### src/rtl/openhw_postproc_arb_pkg.sv
// rtl/openhw_postproc_arb_pkg.sv - shared FPU post-processor control types and widths
package openhw_postproc_arb_pkg;

  localparam int FRM_W = 3;
  localparam int PP_FMTW = 2;
  localparam int PP_TAGW = 5;

  typedef struct packed {
    logic               Xs;
    logic               Ys;
    logic               Sqrt;
    logic               CvtCs;
    logic               FmaSs;
    logic               FmaOp;
    logic               DivOp;
    logic               CvtOp;
    logic [FRM_W-1:0]   Frm;
    logic [PP_FMTW-1:0] Fmt;
    logic [PP_TAGW-1:0] Tag;
  } postproc_ctrl_t;

endpackage

### src/rtl/openhw_rr_arb2.sv
// rtl/openhw_rr_arb2.sv - two-requester round-robin arbiter (pipe vs divsqrt)
module openhw_rr_arb2 (
  input  logic clk,
  input  logic reset_n,
  input  logic load_en,
  input  logic flush,
  input  logic pipe_valid,
  input  logic div_valid,
  output logic pipe_ready,
  output logic div_ready,
  output logic grant_pipe,
  output logic grant_div
);

  logic last_div;

  // Readies look only at the other source's valid, so no valid ever waits on a ready.
  assign pipe_ready = load_en & ~flush & (~div_valid | last_div);
  assign div_ready  = load_en & ~flush & (~pipe_valid | ~last_div);
  assign grant_pipe = pipe_valid & pipe_ready;
  assign grant_div  = div_valid & div_ready;

  always_ff @(posedge clk or negedge reset_n) begin
    if (!reset_n)        last_div <= 1'b0;
    else if (grant_div)  last_div <= 1'b1;
    else if (grant_pipe) last_div <= 1'b0;
  end

  grant_onehot: assert property (@(posedge clk) disable iff (!reset_n) !(grant_pipe && grant_div));

endmodule

### src/rtl/openhw_postproc_arb.sv
// rtl/openhw_postproc_arb.sv - merges FMA/cvt and divsqrt results into one staged post-processor stream
module openhw_postproc_arb
  import openhw_postproc_arb_pkg::*;
#(
  parameter int TAGW = 5,
  parameter int FMTW = 2,
  parameter int CNTW = 16
) (
  input  logic             clk,
  input  logic             reset_n,
  input  logic             Flush,
  input  logic             PipeValid,
  output logic             PipeReady,
  input  logic             PipeFmaOp,
  input  logic             PipeFmaSs,
  input  logic             PipeCvtCs,
  input  logic [FRM_W-1:0] PipeFrm,
  input  logic [FMTW-1:0]  PipeFmt,
  input  logic [TAGW-1:0]  PipeTag,
  input  logic             DivValid,
  output logic             DivReady,
  input  logic             DivXs,
  input  logic             DivYs,
  input  logic             DivSqrt,
  input  logic [FRM_W-1:0] DivFrm,
  input  logic [FMTW-1:0]  DivFmt,
  input  logic [TAGW-1:0]  DivTag,
  output logic             PostValid,
  input  logic             PostReady,
  output logic             Xs,
  output logic             Ys,
  output logic             Sqrt,
  output logic             CvtCs,
  output logic             FmaSs,
  output logic             FmaOp,
  output logic             CvtOp,
  output logic             DivOp,
  output logic [FRM_W-1:0] Frm,
  output logic [FMTW-1:0]  Fmt,
  output logic [TAGW-1:0]  Tag,
  output logic [CNTW-1:0]  StallCnt
);

  postproc_ctrl_t ctrl_d, ctrl_q;
  logic           load_en, grant_pipe, grant_div, post_valid;
  logic [CNTW-1:0] stall_cnt;

  // Gating with reset_n keeps both sources un-acked while reset is held.
  assign load_en = reset_n & (~post_valid | PostReady);

  openhw_rr_arb2 u_arb (
    .clk        (clk),
    .reset_n    (reset_n),
    .load_en    (load_en),
    .flush      (Flush),
    .pipe_valid (PipeValid),
    .div_valid  (DivValid),
    .pipe_ready (PipeReady),
    .div_ready  (DivReady),
    .grant_pipe (grant_pipe),
    .grant_div  (grant_div)
  );

  always_comb begin
    ctrl_d = '0;
    if (grant_div) begin
      ctrl_d.DivOp = 1'b1;
      ctrl_d.Xs    = DivXs;
      ctrl_d.Ys    = DivYs;
      ctrl_d.Sqrt  = DivSqrt;
      ctrl_d.Frm   = DivFrm;
      ctrl_d.Fmt   = PP_FMTW'(DivFmt);
      ctrl_d.Tag   = PP_TAGW'(DivTag);
    end else begin
      ctrl_d.FmaOp = PipeFmaOp;
      ctrl_d.CvtOp = ~PipeFmaOp;
      ctrl_d.FmaSs = PipeFmaSs & PipeFmaOp;
      ctrl_d.CvtCs = PipeCvtCs & ~PipeFmaOp;
      ctrl_d.Frm   = PipeFrm;
      ctrl_d.Fmt   = PP_FMTW'(PipeFmt);
      ctrl_d.Tag   = PP_TAGW'(PipeTag);
    end
  end

  // Data fields only move on a grant; a flush merely invalidates them.
  always_ff @(posedge clk or negedge reset_n) begin
    if (!reset_n) begin
      ctrl_q     <= '0;
      post_valid <= 1'b0;
    end else begin
      if (grant_pipe | grant_div) ctrl_q <= ctrl_d;
      if (Flush)        post_valid <= 1'b0;
      else if (load_en) post_valid <= grant_pipe | grant_div;
    end
  end

  always_ff @(posedge clk or negedge reset_n) begin
    if (!reset_n)
      stall_cnt <= '0;
    else if (post_valid & ~PostReady & ~Flush & ~(&stall_cnt))
      stall_cnt <= stall_cnt + 1'b1;
  end

  assign PostValid = post_valid;
  assign Xs        = ctrl_q.Xs;
  assign Ys        = ctrl_q.Ys;
  assign Sqrt      = ctrl_q.Sqrt;
  assign CvtCs     = ctrl_q.CvtCs;
  assign FmaSs     = ctrl_q.FmaSs;
  assign FmaOp     = ctrl_q.FmaOp;
  assign CvtOp     = ctrl_q.CvtOp;
  assign DivOp     = ctrl_q.DivOp;
  assign Frm       = ctrl_q.Frm;
  assign Fmt       = FMTW'(ctrl_q.Fmt);
  assign Tag       = TAGW'(ctrl_q.Tag);
  assign StallCnt  = stall_cnt;

endmodule

### config.mk
export PLATFORM = sky130hd
export DESIGN_NAME = openhw_postproc_arb
export DESIGN_NICKNAME = d
export VERILOG_FILES = /design/src/rtl/openhw_postproc_arb_pkg.sv /design/src/rtl/openhw_rr_arb2.sv /design/src/rtl/openhw_postproc_arb.sv
export SDC_FILE = /design/constraint.sdc
export NUM_CORES = 1
export LEC_CHECK = 0
export BUFFER_PORTS_ARGS = -buffer_cell sky130_fd_sc_hd__buf_2
export CAP_MARGIN = 0
export CORE_UTILIZATION = 35
export CTS_CLUSTER_DIAMETER = 50
export DETAILED_ROUTE_END_ITERATION = 12
export SETUP_SLACK_MARGIN = 0.15
export SLEW_MARGIN = 20
export SYNTH_ARGS = -nofsm -noshare
export SYNTH_HDL_FRONTEND = slang
export SYNTH_SLANG_ARGS = --single-unit
### constraint.sdc
create_clock -name clk -period 4 [get_ports clk]
set_input_delay 0.8 -clock clk [delete_from_list [all_inputs] [get_ports clk]]
set_output_delay 0.8 -clock clk [all_outputs]
set_load 0.02 [all_outputs]
==> summary.txt <==
run status: finished, final reports clean
Initial Util: 37.6%
sequential cell area fraction in the yosys report: 51.7%
Port Buffers: 68
TritonCTS clock tree: done
cell family with most CP delay: simple AND/OR/NAND/NOR gates
startpoint class of the critical path: input port
htree depth: 2
Reg clk slew, reported paths: 0.07 ns
P_leak: 0.00123 uW
syn_nets: 186
final worst path period need: 2.40 ns
root buffer cell: clkbuf_8
synth warn: 0
Post-CTS Setup Inserts: 0
commonest cells after routing, fill and taps aside: 68 x buf_2, 35 x dfrtp_1, 19 x nor2_1, 13 x a21oi_1, 12 x nand2_1
hold_buf cts: 0
Nets: 259
commonest non-fill, non-tap cell in the layout: buf_2
delay of the slowest critical-path stage: 0.26 ns
Rows: 24
DR iter-0 viols: 47
Resized cells post-CTS: 0
dpl hpwl: 2610 um
Core Box Area: 4500 um2
Max-cap violations: 0
Filler cells: 453
CP endpoint kind: primary output
Syn Std Cell Area: 1690 um2
Post-synth ARST share: 100%
initial antenna violation count: 0
post-synth cell types: 39
global-route usage over all layers: 15.5%
Routed wire per std cell: 13.0 um
RSZ-0062 raised after global routing: false
DRC viols: 0
total wire length: 3620 um
die area: 5120 um2
final worst-path cycle share: 60.0%
first-pass GRT wire length: 6110 um
CP required: 3.20 ns
vias: 1379
# setup viols final: 0
CP arrival: 1.60 ns
pre-CTS setup slack: 1.56 ns
HP Class: reg -> reg
largest net degree at the start of global routing: 37
Clock Sinks: 35
Setup Total Neg Slack: 0 ns
Most used DFF post-synth: dfrtp_1
CP cell instances: buf_2, and2b_1, nand2_1, a21oi_1, buf_2
Util after Layout: 48.4%
relative slew slack: 52.4%
Slew @ Worst Pin: 0.712 ns
total power per unit cell area: 426 nW/um2
ratio of cells with drive above 1 in the final layout: 38.9%
worst setup path startpoint: Flush
total CTS buffers: 5
DR vias/cell: 4.96
final worst slack: 1.60 ns
CP bufs+invs: 2
die height: 71.5 um
Top cell by count, worst path: buf_2
I/O pin cnt: 69
Worst Hold Launch: CvtOp$_DFFE_PN0P_
WS Path Type: in -> out
antenna diode count: 0
maximum clock path buffer count: 2
GRT overflow: 0
Peak Freq: 0.417 GHz
Worst Skew: 0.00830 ns
final hold vios: 0
vias in the first global route: 1347
Die W: 71.5 um
Cells after Synth: 153
Final Wtd Congestion: 0.768
worst r2r src: PostValid$_DFFE_PN0P_
number of enable flip-flop cells after synthesis: 0
Final Power: 929 uW
drt first pass iters: 4
CP max stage cell: and2b_1
Worst VDD drop: 0.000179 V
Clock Latency Late Sink: 0.29 ns
Synth Register Bits: 35
max-slew violations: 0
ANT nets after route: 0
crit-path max FO: 5
Syn Area/Cell: 11.1 um2
Area Overhead vs Synth: 28.8%
cell usage after synthesis, drive strengths merged (3+ instances only):
| master | instances | area [um2] |
|---|---|---|
| nor4 | 4 | 40.0 |
| nor3b | 3 | 27.5 |
| nor2 | 20 | 77.6 |
| nor3 | 4 | 25.0 |
| a21oi | 13 | 65.1 |
| a22o | 5 | 43.8 |
| inv | 4 | 15.0 |
| nand4 | 5 | 50.1 |
| nand2 | 12 | 45.0 |
| dfrtp | 35 | 876 |
| xor2 | 10 | 87.6 |
| mux2i | 10 | 100 |
| mux2 | 3 | 33.8 |
sequential cells by signal, indices dropped and copies added, names as in the netlist:
register,cells
FmaOp,1
Ys,1
Sqrt,1
PostValid,1
Xs,1
CvtOp,1
Frm,3
StallCnt,16
FmaSs,1
CvtCs,1
DivOp,1
Fmt,2
Tag,5
metal layers:
metal | track usage [%] | vias to the layer above | wire [um]
li1 | - | 692 | -
met1 | 19.4 | 628 | 1690
met2 | 24.9 | 53 | 1580
met3 | 5.34 | 6 | 297
met4 | 5.88 | 0 | 55
met5 | 0 | - | 0
final timing paths:
| check | to | slack (ns) | cells past startpoint |
|---|---|---|---|
| max | DivReady | 1.60 | 5 |
| min | CvtOp$_DFFE_PN0P_ | 0.48 | 1 |
| max reg2reg | Frm[2]$_DFFE_PN0P_ | 2.16 | 4 |
| min reg2reg | CvtOp$_DFFE_PN0P_ | 0.48 | 1 |
| max in group asynchronous | StallCnt[3]$_DFFE_PN0P_ | 3.11 | 2 |
| min in group asynchronous | Xs$_DFFE_PN0P_ | 0.56 | 2 |
stage by stage:
step           hold slack (ns)  cells  area (um2)
2_1_floorplan            0.504    153        1690
3_3_place_gp             0.459    271        2090
3_5_place_dp             0.464    271        2090
4_1_cts                  0.481    278        2180
5_1_grt                  0.518    278        2180
6_report                 0.478    278        2180
layout make-up:
type / instances / area [um2] / share of cell area [%]
Sequential cell: 35 / 876 / 40.2
Multi-Input combinational cell: 111 / 790 / 36.2
Timing Repair Buffer: 69 / 348 / 15.9
Clock buffer: 6 / 82.6 / 3.79
Tap cell: 52 / 65.1 / 2.98
Inverter: 4 / 15.0 / 0.688
Clock inverter: 1 / 5.00 / 0.229
power by group:
part	internal, uW	leakage, uW	switching [uW]
sequential	405	0.000445	39.4
clock	135	0.0000470	121
combinational	88.7	0.000738	140
total	628	0.00123	301
logic make-up (layout without fill, tap and decap cells):
| kind of cell | count (synthesis) | count (layout) | synth area share, % |
|---|---|---|---|
| AO/OA/AOI/OAI | 28 | 28 | 11.3 |
| XOR/XNOR | 10 | 10 | 5.17 |
| adder cells (fa/ha/maj) | 1 | 1 | 0.739 |
| buffers and inverters | 7 | 80 | 1.63 |
| flip-flops | 35 | 35 | 51.7 |
| multiplexers | 13 | 13 | 7.91 |
| AND/OR/NAND/NOR | 59 | 59 | 21.5 |
Note: power is estimated with default switching activity, not from simulation.
